===== src/rtl/prog_clk_divider_if.sv =====
// Control and status bundle for the programmable multi-channel clock divider.
// The master side owns enables and the load port. The slave side (the divider)
// returns the divided clocks, the toggle ticks and the pending-load flags.
interface prog_clk_divider_if #(
    parameter int CNT_W  = 26,
    parameter int NUM_CH = 4
);
    logic [NUM_CH-1:0] ch_en;
    logic              load;
    logic [3:0]        load_ch;
    logic [CNT_W-1:0]  load_val;
    logic [NUM_CH-1:0] divided_clk;
    logic [NUM_CH-1:0] tick;
    logic [NUM_CH-1:0] pending;

    modport master (
        output ch_en,
        output load,
        output load_ch,
        output load_val,
        input  divided_clk,
        input  tick,
        input  pending
    );

    modport slave (
        input  ch_en,
        input  load,
        input  load_ch,
        input  load_val,
        output divided_clk,
        output tick,
        output pending
    );
endinterface


===== src/rtl/prog_clk_divider.sv =====
// Programmable multi-channel clock divider.
// Each channel counts clk_in cycles up to its half-period terminal value and
// toggles its divided clock there, emitting a one-cycle tick per toggle.
// A new terminal value written while the channel runs is parked in a shadow
// register and only takes effect at the next terminal count. This means the
// half-period in progress always finishes at its old length and the output
// never glitches. A halted channel takes new values immediately.
module prog_clk_divider #(
    parameter int               CNT_W        = 26,
    parameter int               NUM_CH       = 4,
    parameter logic [CNT_W-1:0] DEFAULT_HALF = 26'd40000000
) (
    input  logic                  clk_in,
    input  logic                  rst,
    prog_clk_divider_if.slave     bus
);

    localparam logic [CNT_W-1:0] CNT_ONE = CNT_W'(1);

    logic [NUM_CH-1:0] dclk_v;
    logic [NUM_CH-1:0] tick_v;
    logic [NUM_CH-1:0] pend_v;

    for (genvar i = 0; i < NUM_CH; i++) begin : g_ch
        localparam logic [3:0] CH_IDX = 4'(i);

        logic [CNT_W-1:0] cnt;
        logic [CNT_W-1:0] term;
        logic [CNT_W-1:0] shadow;
        logic             dclk;
        logic             tk;
        logic             pend;
        logic             hit;
        logic             at_term;

        // Out-of-range channel indices match no channel, so those loads
        // fall away without any special case.
        assign hit     = bus.load && (bus.load_ch == CH_IDX);
        // The counter never passes term, so all-ones is a legal terminal.
        assign at_term = (cnt == term);

        // Per-channel counter, output toggle and shadow/terminal bookkeeping.
        always_ff @(posedge clk_in or posedge rst) begin
            if (rst) begin
                cnt    <= '0;
                term   <= DEFAULT_HALF;
                shadow <= DEFAULT_HALF;
                dclk   <= 1'b0;
                tk     <= 1'b0;
                pend   <= 1'b0;
            end else if (!bus.ch_en[i]) begin
                // Halted: park at zero. A new value lands directly in term.
                // A value left pending from the running state is applied
                // now, because no half-period is in progress to protect.
                cnt  <= '0;
                dclk <= 1'b0;
                tk   <= 1'b0;
                pend <= 1'b0;
                if (hit) begin
                    term   <= bus.load_val;
                    shadow <= bus.load_val;
                end else if (pend) begin
                    term <= shadow;
                end
            end else if (at_term) begin
                // Terminal count: toggle, restart and hand over the shadow
                // value. A load arriving on this same edge is newer than any
                // parked value. It supersedes that value and waits for the
                // following terminal count.
                cnt  <= '0;
                dclk <= ~dclk;
                tk   <= 1'b1;
                if (hit) begin
                    shadow <= bus.load_val;
                    pend   <= 1'b1;
                end else if (pend) begin
                    term <= shadow;
                    pend <= 1'b0;
                end
            end else begin
                cnt <= cnt + CNT_ONE;
                tk  <= 1'b0;
                if (hit) begin
                    shadow <= bus.load_val;
                    pend   <= 1'b1;
                end
            end
        end

        assign dclk_v[i] = dclk;
        assign tick_v[i] = tk;
        assign pend_v[i] = pend;
    end

    assign bus.divided_clk = dclk_v;
    assign bus.tick        = tick_v;
    assign bus.pending     = pend_v;

endmodule


===== src/flat_wrapper.sv =====
// flat-port wrapper written by rule: the top's interface ports become plain ports
module prog_clk_divider_flat 
#(
    parameter int               CNT_W        = 26,
    parameter int               NUM_CH       = 4,
    parameter logic [CNT_W-1:0] DEFAULT_HALF = 26'd40000000
)
  (clk_in, rst, bus_ch_en, bus_load, bus_load_ch, bus_load_val, bus_divided_clk, bus_tick, bus_pending);
  prog_clk_divider_if #(.CNT_W(CNT_W), .NUM_CH(NUM_CH)) bus_i ();
  input  logic clk_in;
  input  logic rst;
  input wire logic [$bits(bus_i.ch_en)-1:0] bus_ch_en;
  input wire logic [$bits(bus_i.load)-1:0] bus_load;
  input wire logic [$bits(bus_i.load_ch)-1:0] bus_load_ch;
  input wire logic [$bits(bus_i.load_val)-1:0] bus_load_val;
  output wire logic [$bits(bus_i.divided_clk)-1:0] bus_divided_clk;
  output wire logic [$bits(bus_i.tick)-1:0] bus_tick;
  output wire logic [$bits(bus_i.pending)-1:0] bus_pending;
  assign bus_i.ch_en = bus_ch_en;
  assign bus_i.load = bus_load;
  assign bus_i.load_ch = bus_load_ch;
  assign bus_i.load_val = bus_load_val;
  assign bus_divided_clk = bus_i.divided_clk;
  assign bus_tick = bus_i.tick;
  assign bus_pending = bus_i.pending;
  prog_clk_divider #(.CNT_W(CNT_W), .NUM_CH(NUM_CH), .DEFAULT_HALF(DEFAULT_HALF)) u_core (.clk_in(clk_in), .rst(rst), .bus(bus_i));
endmodule

===== config.mk =====
export PLATFORM = sky130hd
export DESIGN_NAME = prog_clk_divider_flat
export DESIGN_NICKNAME = d
export VERILOG_FILES = /design/src/rtl/prog_clk_divider_if.sv /design/src/rtl/prog_clk_divider.sv /design/src/flat_wrapper.sv
export SDC_FILE = /design/constraint.sdc
export NUM_CORES = 1
export LEC_CHECK = 0
export ABC_AREA = 1
export BUFFER_PORTS_ARGS = -buffer_cell sky130_fd_sc_hd__clkbuf_2
export CORE_AREA = 2 2 276 278
export DETAILED_ROUTE_END_ITERATION = 16
export DIE_AREA = 0 0 278 280
export SYNTH_ARGS = -nofsm -noshare
export SYNTH_HDL_FRONTEND = slang
export SYNTH_SLANG_ARGS = --single-unit

===== constraint.sdc =====
create_clock -name clk_in -period 13.2 [get_ports clk_in]
set_input_delay 3.96 -clock clk_in [delete_from_list [all_inputs] [get_ports clk_in]]
set_output_delay 3.96 -clock clk_in [all_outputs]
set_load 0.02 [all_outputs]

Word level (Yosys, flattened, before mapping)

Cells that the tools add are included.

Add/subtract/negate cells: 4
Equality and inequality tests: 19
Mux-type cells: 60
Bitwise logic cells: 4
Reduce and logical (&&, ||, !) cells: 9

Operator list:

| kind                  | count |
|---|---|
| $mux 26               | 28 |
| $add 26x1->26 const B | 4 |
| $eq 26x26->1          | 4 |
| $mux 1                | 32 |
| $ne 3x1->1 const B    | 4 |
| $eq 4x2->1 const B    | 2 |
| $ne 2x1->1 const B    | 4 |
| $ne 2x2->1 const B    | 4 |
| $reduce_and 2->1      | 4 |
| $eq 4x1->1 const B    | 1 |
| $logic_and 1x1->1     | 4 |
| $logic_not 4->1       | 1 |
| $not 1->1             | 4 |

Bits in registers: 324
Input port bits: 37

Longest topological paths before layout

Gate-level depths: netlist (run 1).

Depth after elaboration: 5
Depth in mapped cells: 12
Depth with buffers taken out: 11

Worst setup path before layout (run 1)

No wires, ideal clock.

Path type: input to register
Start: input bus_load_ch[3]
End: register u_core.g_ch[2].term[0]
Library setup time: 0.118 ns
Arrival: 5.023 ns
Required time: 13.082 ns
Slack: 8.059 ns
Cell stages on the path: 8
Path through: nor2_2 -> nand3_1 -> buf_2 -> nor2_2 -> buf_4 -> o22ai_1 -> nand3_1 -> nand2_1

Word-level cells in the longest chain between the ends: 4
Elaborated cells on any way between the ends: 6

Ends and longest elaborated chain:

| element                                               | RTL line               | RTL |
|---|---|---|
| start, declared                                       | flat_wrapper.sv:14     | `input wire logic [$bits(bus_i.load_ch)-1:0] bus_load_ch;` |
| $eq 4x2->1 *                                          | prog_clk_divider.sv:38 | `assign hit = bus.load && (bus.load_ch == CH_IDX);` |
| $logic_and 1x1->1 *                                   | prog_clk_divider.sv:38 |  |
| $ne 2x2->1 (no line) or $mux 26 (tied branches)       | n/a                    |  |
| $reduce_and 2->1 (no line) or $mux 26 (tied branches) | n/a                    |  |
| end signal, assigned                                  | prog_clk_divider.sv:60 | `term <= bus.load_val;` |
| end signal, assigned                                  | prog_clk_divider.sv:63 | `term <= shadow;` |
| end signal, assigned                                  | prog_clk_divider.sv:77 | `term <= shadow;` |
| end, declared                                         | prog_clk_divider.sv:28 | `logic [CNT_W-1:0] term;` |

Every way passes the cells marked *; elsewhere a longest branch is shown, timed or not.
A chain may end at the register's enable or synchronous reset.

Worst setup path after layout (run 1)

Start: input bus_load_ch[3]
End: register u_core.g_ch[3].term[15]

Word-level cells in the longest chain between the ends: 4
Elaborated cells on any way between the ends: 6

Ends and longest elaborated chain:

| element                                               | RTL line |
|---|---|
| $eq 4x2->1 *                                          | prog_clk_divider.sv:38 |
| $logic_and 1x1->1 *                                   | prog_clk_divider.sv:38 |
| $ne 2x2->1 (no line) or $mux 26 (tied branches)       | n/a |
| $reduce_and 2->1 (no line) or $mux 26 (tied branches) | n/a |
| end signal, assigned                                  | prog_clk_divider.sv:60 |
| end signal, assigned                                  | prog_clk_divider.sv:63 |
| end signal, assigned                                  | prog_clk_divider.sv:77 |
| end, declared                                         | prog_clk_divider.sv:28 |

Marks and branches as above.

==> impl_metrics.toml, run 1 <==
[power]
switching_power_mw = 1.32
switching_share_pct = 35.8
comb_power_share_pct = 30.1
powerDensity_mw_per_mm2 = 178
power_frac_seq_pct = 39.5
vdd_drop_max_v = 0.0000797
internal_power_mw = 2.37
power_mw = 3.69
power.share.clock_pct = 30.4
power_leakage_nw = 9.82

[sta]
fmax_mhz = 157
finalSetupTns_ps = 0
rsz0062_at_grt = "false"
slew_violations = 0
hold_viol_final = 0
maxSlewHeadroom_pct = 17.9
fin_ws_ps = 6820
setup_viol_count_final = 0
period_share_pct = 48.3
post-route-min-period_ps = 6380
fin_worst_skew_ps = 10.0
worstMarginPinSlew_ps = 1230
holdWs_ps = 467

[detailed_routing]
ant_nets = 0
drt_iter0_drc = 1590
wl_met3_mm = 3.02
drt_wl_total_mm = 53.3
drc_errors = 0
drt-wirelength-per-cell_microns = 15.1
avgViaCountPerCell = 4.62
firstDrtPassIters = 6
wl_met1_mm = 24.6
via_count = 16300
dr_wl_met2_mm = 24.5
highest_layer = "met4"

[yosys]
ys_ff_latch = 324
synthDistinctLibCells = 36
synthTopCellsByArea = "dfrtp_1, nand2_1, dfstp_2, nand3_1, nor2_1"
seq_area_frac_synth_pct = 44.2
syn_avg_cell_area_sq_um = 7.26
yosysWarnings = 0
yosysTopAreaCell = "dfrtp_1"
synth_edf_count = 0
async_reset_ff_share_pct = 100
synth_ff_type = "dfrtp_1"
synth_nets = 2590
syn_inst = 2549
synth_top_area_share_pct = 35.1
synth.cell_area_sq_mm = 0.0185

[placed_design]
gp_congestion = 0.817
place_area_sq_mm = 0.0193
place.port_buffers = 48
dp.final_hpwl_mm = 34.1
pre_cts_ws_ps = 6320

[clock_network]
postCtsResizedCells = 0
cts-root-buf = "clkbuf_16"
cts.sinks = 324
cts_tree = "built"
cts_max_level = 2
cts_setup_buffers = 0
insertion_delay_ps = 550
clk_pin_slew_ps = 60
ctsLongestPathBuffers = 3
ctsHoldBuffers = 0
cts_buffers = 39

[die]
start_util_pct = 24.6
rows = 101
chipHeight_microns = 280
die_w_microns = 278
ios = 49
core_sq_mm = 0.0752
die_area_sq_mm = 0.0778

[grt]
antenna_found_initial = 0
grt_pass1_wl_mm = 87.1
grt_pass1_vias = 15900
grt_overflow_total = 0
grt_max_degree = 146
grt_util_all_layers_pct = 13.8

[run_status]
outcome = "complete, no violations"

[critical_path]
startpoint_type = "primary input"
r2r_slack_ps = 10780
crit_fanout = 28
cp_common_cell = "nand2_1"
cp-end-kind = "flop"
cp.required_ps = 13630
cp_slowest_cell = "nand2_1"
worst-setup-path-type = "primary input to flop"
crit_chain = "clkbuf_2 > nor2_2 > nand3_2 > inv_2 > nand2_1 > nand3_1 > nand2_1"
max_stage_delay_ps = 820
worstPathArrival_ps = 6810

[layout]
stdcell_area_sq_mm = 0.0207
multi_input_area_sq_mm = 0.00864
nets = 2566
nFillCells = 8144
drive_gt1_share_pct = 9.24
seq_area_sq_mm = 0.00819
area_growth_pct = 11.7

[flow_run]
cap_violations = 0

[min_path]
hp-class = "flop to flop"
==> placed cells by master (no fill, tap or decap), drive strengths merged, types with 3 or more instances in the layout <==
| cell | count |
|---|---|
| o21bai | 3 |
| nand2 | 829 |
| nor2 | 330 |
| buf | 16 |
| nand3 | 273 |
| nor4 | 3 |
| clkbuf | 112 |
| xor2 | 71 |
| dfstp | 64 |
| nor3 | 57 |
| o21ai | 22 |
| a21oi | 85 |
| o22ai | 100 |
| dfrtp | 260 |
| ha | 4 |
| nand4 | 24 |
| xnor2 | 20 |
| inv | 243 |
| mux2i | 27 |
| clkinv | 5 |
==> layer usage <==
layer	up-vias	track usage, %
met4	0	4.14
met5	-	0
met3	69	2.25
met1	7817	18.9
met2	344	22.3
li1	8095	-
==> cells by family (layout without fill, tap and decap cells) <==
logic type,Yosys count,after routing,share of synthesized area (%)
AND/OR/NAND/NOR,1519,1519,34.2
multiplexers,27,27,1.46
XOR/XNOR,91,91,4.31
other,0,1,0
flip-flops,324,324,44.2
AO/OA/AOI/OAI,212,212,6.47
adder cells (fa/ha/maj),4,4,0.270
buffers and inverters,372,378,9.06
==> flip-flops by register name, summed over array words and instances, names as in the netlist <==
name                count
u_core.g_ch.cnt       104
u_core.g_ch.dclk        4
u_core.g_ch.pend        4
u_core.g_ch.shadow    104
u_core.g_ch.term      104
u_core.g_ch.tk          4
==> metrics by stage <==
| stage | util [%] | cells |
|---|---|---|
| 6_report | 27.5 | 3534 |
| 5_1_grt | 27.5 | 3533 |
| 4_1_cts | 27.5 | 3533 |
| 3_5_place_dp | 25.7 | 3462 |
| 3_3_place_gp | 25.7 | 3462 |
| 2_1_floorplan | - | 2549 |
==> Yosys cell counts (4+ instances only) <==
master	count
nand2_1	825
nor2_1	312
nand3_1	265
dfrtp_1	260
inv_1	230
o22ai_1	100
a21oi_1	85
xor2_1	71
dfstp_2	64
nor3_1	55
clkbuf_1	43
buf_2	28
mux2i_1	27
buf_4	25
nand4_1	23
o21ai_0	22
xnor2_1	20
buf_6	18
nor2_2	18
inv_2	13
buf_1	9
nand3_2	7
clkbuf_2	5
ha_1	4
nand2_4	4
==> worst paths after layout <==
kind / start / end / cells after the start
max: bus_load_ch[3] / u_core.g_ch[3].term[15] / 7
min: u_core.g_ch[1].shadow[9] / u_core.g_ch[1].shadow[9] / 2
max reg2reg: u_core.g_ch[1].term[9] / u_core.g_ch[1].term[19] / 9
min reg2reg: u_core.g_ch[1].shadow[9] / u_core.g_ch[1].shadow[9] / 2
max in group asynchronous: rst / u_core.g_ch[3].term[5] / 3
min in group asynchronous: rst / u_core.g_ch[2].shadow[1] / 2
==> power groups by stage <==
stage,combinational (mW),clock [mW],sequential (mW)
after floorplan,0.930,0,1.41
after global placement,1.10,0,1.46
after detailed placement,1.12,0,1.46
after CTS,1.12,1.14,1.45
after global routing,1.30,1.18,1.49
final,1.11,1.12,1.46
==> worst max-delay path: cells and delay by family <==
kind | cells | cell delay [ps]
buffers and inverters | 2 | 760
AND/OR/NAND/NOR | 5 | 2060
==> final cells by class <==
type                       count  area share, %
timing repair buffer          64           1.80
multi-input combinational   1853           41.8
inverter                     243           4.45
sequential                   324           39.6
antenna                        1         0.0121
clock inverter                 7          0.411
tap                          978           5.92
clock buffer                  64           6.01
No activity file was read; power rests on OpenSTA's default activity.
==> inputs of run 2 (changes only) <==
==> constraint.sdc (replaced) <==
create_clock -name clk_in -period 5.3 [get_ports clk_in]
set_input_delay 1.59 -clock clk_in [delete_from_list [all_inputs] [get_ports clk_in]]
set_output_delay 1.59 -clock clk_in [all_outputs]
set_load 0.02 [all_outputs]
==> impl_metrics.toml, run 2 (synthesized netlist as in run 1, its figures left out) <==
[run_status]
outcome = "complete, no violations"

[clock_network]
cts_tree = "built"
cts.sinks = 324
postCtsResizedCells = 0
ctsLongestPathBuffers = 3
cts_max_level = 2
clk_pin_slew_ps = 60
cts-root-buf = "clkbuf_16"
ctsHoldBuffers = 0
cts_buffers = 41
insertion_delay_ps = 570
cts_setup_buffers = 0

[critical_path]
cp.required_ps = 5740
crit_fanout = 27
cp-end-kind = "flop"
startpoint_type = "primary input"
worstPathArrival_ps = 4490
worst-setup-path-type = "primary input to flop"

[die]
chipHeight_microns = 280
ios = 49
die_area_sq_mm = 0.0778
die_w_microns = 278
core_sq_mm = 0.0752
start_util_pct = 24.6
rows = 101

[sta]
rsz0062_at_grt = "false"
worstMarginPinSlew_ps = 1250
post-route-min-period_ps = 4040
setup_viol_count_final = 0
slew_violations = 0
period_share_pct = 76.3
maxSlewHeadroom_pct = 16.7
fmax_mhz = 247
fin_worst_skew_ps = 15.3
hold_viol_final = 0

[flow_run]
cap_violations = 0

[grt]
grt_overflow_total = 0
grt_pass1_vias = 16000
antenna_found_initial = 2
grt_util_all_layers_pct = 13.9
grt_pass1_wl_mm = 87.6
grt_max_degree = 112

[layout]
top_regs = "u_core.g_ch.cnt: 104 flops, u_core.g_ch.shadow: 104 flops, u_core.g_ch.term: 104 flops"
utilization_pct = 27.7
final_cell_mix = "nand2_1, nor2_1, nand3_1"
nFillCells = 8146
diodes = 0
area_growth_pct = 12.6
final_common_cell = "nand2_1"
nets = 2577
drive_gt1_share_pct = 9.74

[power]
power_leakage_nw = 9.91
vdd_drop_max_v = 0.000208
power_mw = 9.34
powerDensity_mw_per_mm2 = 448

[detailed_routing]
drt_wl_total_mm = 53.8
avgViaCountPerCell = 4.63
via_count = 16400
drc_errors = 0
firstDrtPassIters = 8
ant_nets = 0
drt-wirelength-per-cell_microns = 15.2
drt_iter0_drc = 1577

[min_path]
hp-class = "flop to flop"

[placed_design]
dp.final_hpwl_mm = 35.0
gp_congestion = 0.831
place.port_buffers = 48
## run 2: final cells by class
cell class                 count  area, sq um  area share [%]
clock buffer                  64         1270            6.12
clock inverter                10          129           0.618
inverter                     243          916            4.39
sequential                   324         8190            39.3
timing repair buffer          73          465            2.23
multi-input combinational   1853         8640            41.5
tap                          978         1220            5.87
## run 2: where the power goes
group | switching (mW) | internal (mW) | total [mW]
registers | 0.496 | 3.14 | 3.64
logic | 1.71 | 1.06 | 2.77
clock network | 1.14 | 1.79 | 2.94
## run 2: metrics by stage
stage	TNS (ps)	hold WS [ps]	area (sq um)	setup slack, ps	instances
global placement	0	455	19400	757	3471
floorplan	-145730	448	18500	-560	2549
CTS	0	467	20800	1230	3545
global route	0	477	20800	950	3545
finish	0	465	20800	1260	3545
detailed placement	0	457	19400	585	3471
## run 2: worst max-delay path, cell delays in order
cell and delay, ps:
clkbuf_2 90, nor2_2 170, nand3_1 670, inv_2 740
nand2_1 810, nand3_1 330, nand2_1 80
## run 2: worst paths after layout
check | from | to | slack, ps | cells after the start
hold reg to reg | u_core.g_ch[3].shadow[17] | u_core.g_ch[3].shadow[17] | 460 | 2
hold / removal | u_core.g_ch[3].shadow[17] | u_core.g_ch[3].shadow[17] | 460 | 2
max in group asynchronous | rst | u_core.g_ch[3].tk | 2970 | 3
setup / recovery | bus_load_ch[3] | u_core.g_ch[1].term[23] | 1260 | 7
min in group asynchronous | rst | u_core.g_ch[2].term[2] | 1170 | 2
setup reg to reg | u_core.g_ch[1].term[22] | u_core.g_ch[1].term[8] | 2890 | 9
## run 2: routing by layer
| metal | global-route usage, % | wire length [microns] |
|---|---|---|
| met5 | 0 | 12 |
| met2 | 22.0 | 24300 |
| met4 | 5.35 | 1740 |
| met3 | 2.51 | 2960 |
| met1 | 18.9 | 24800 |
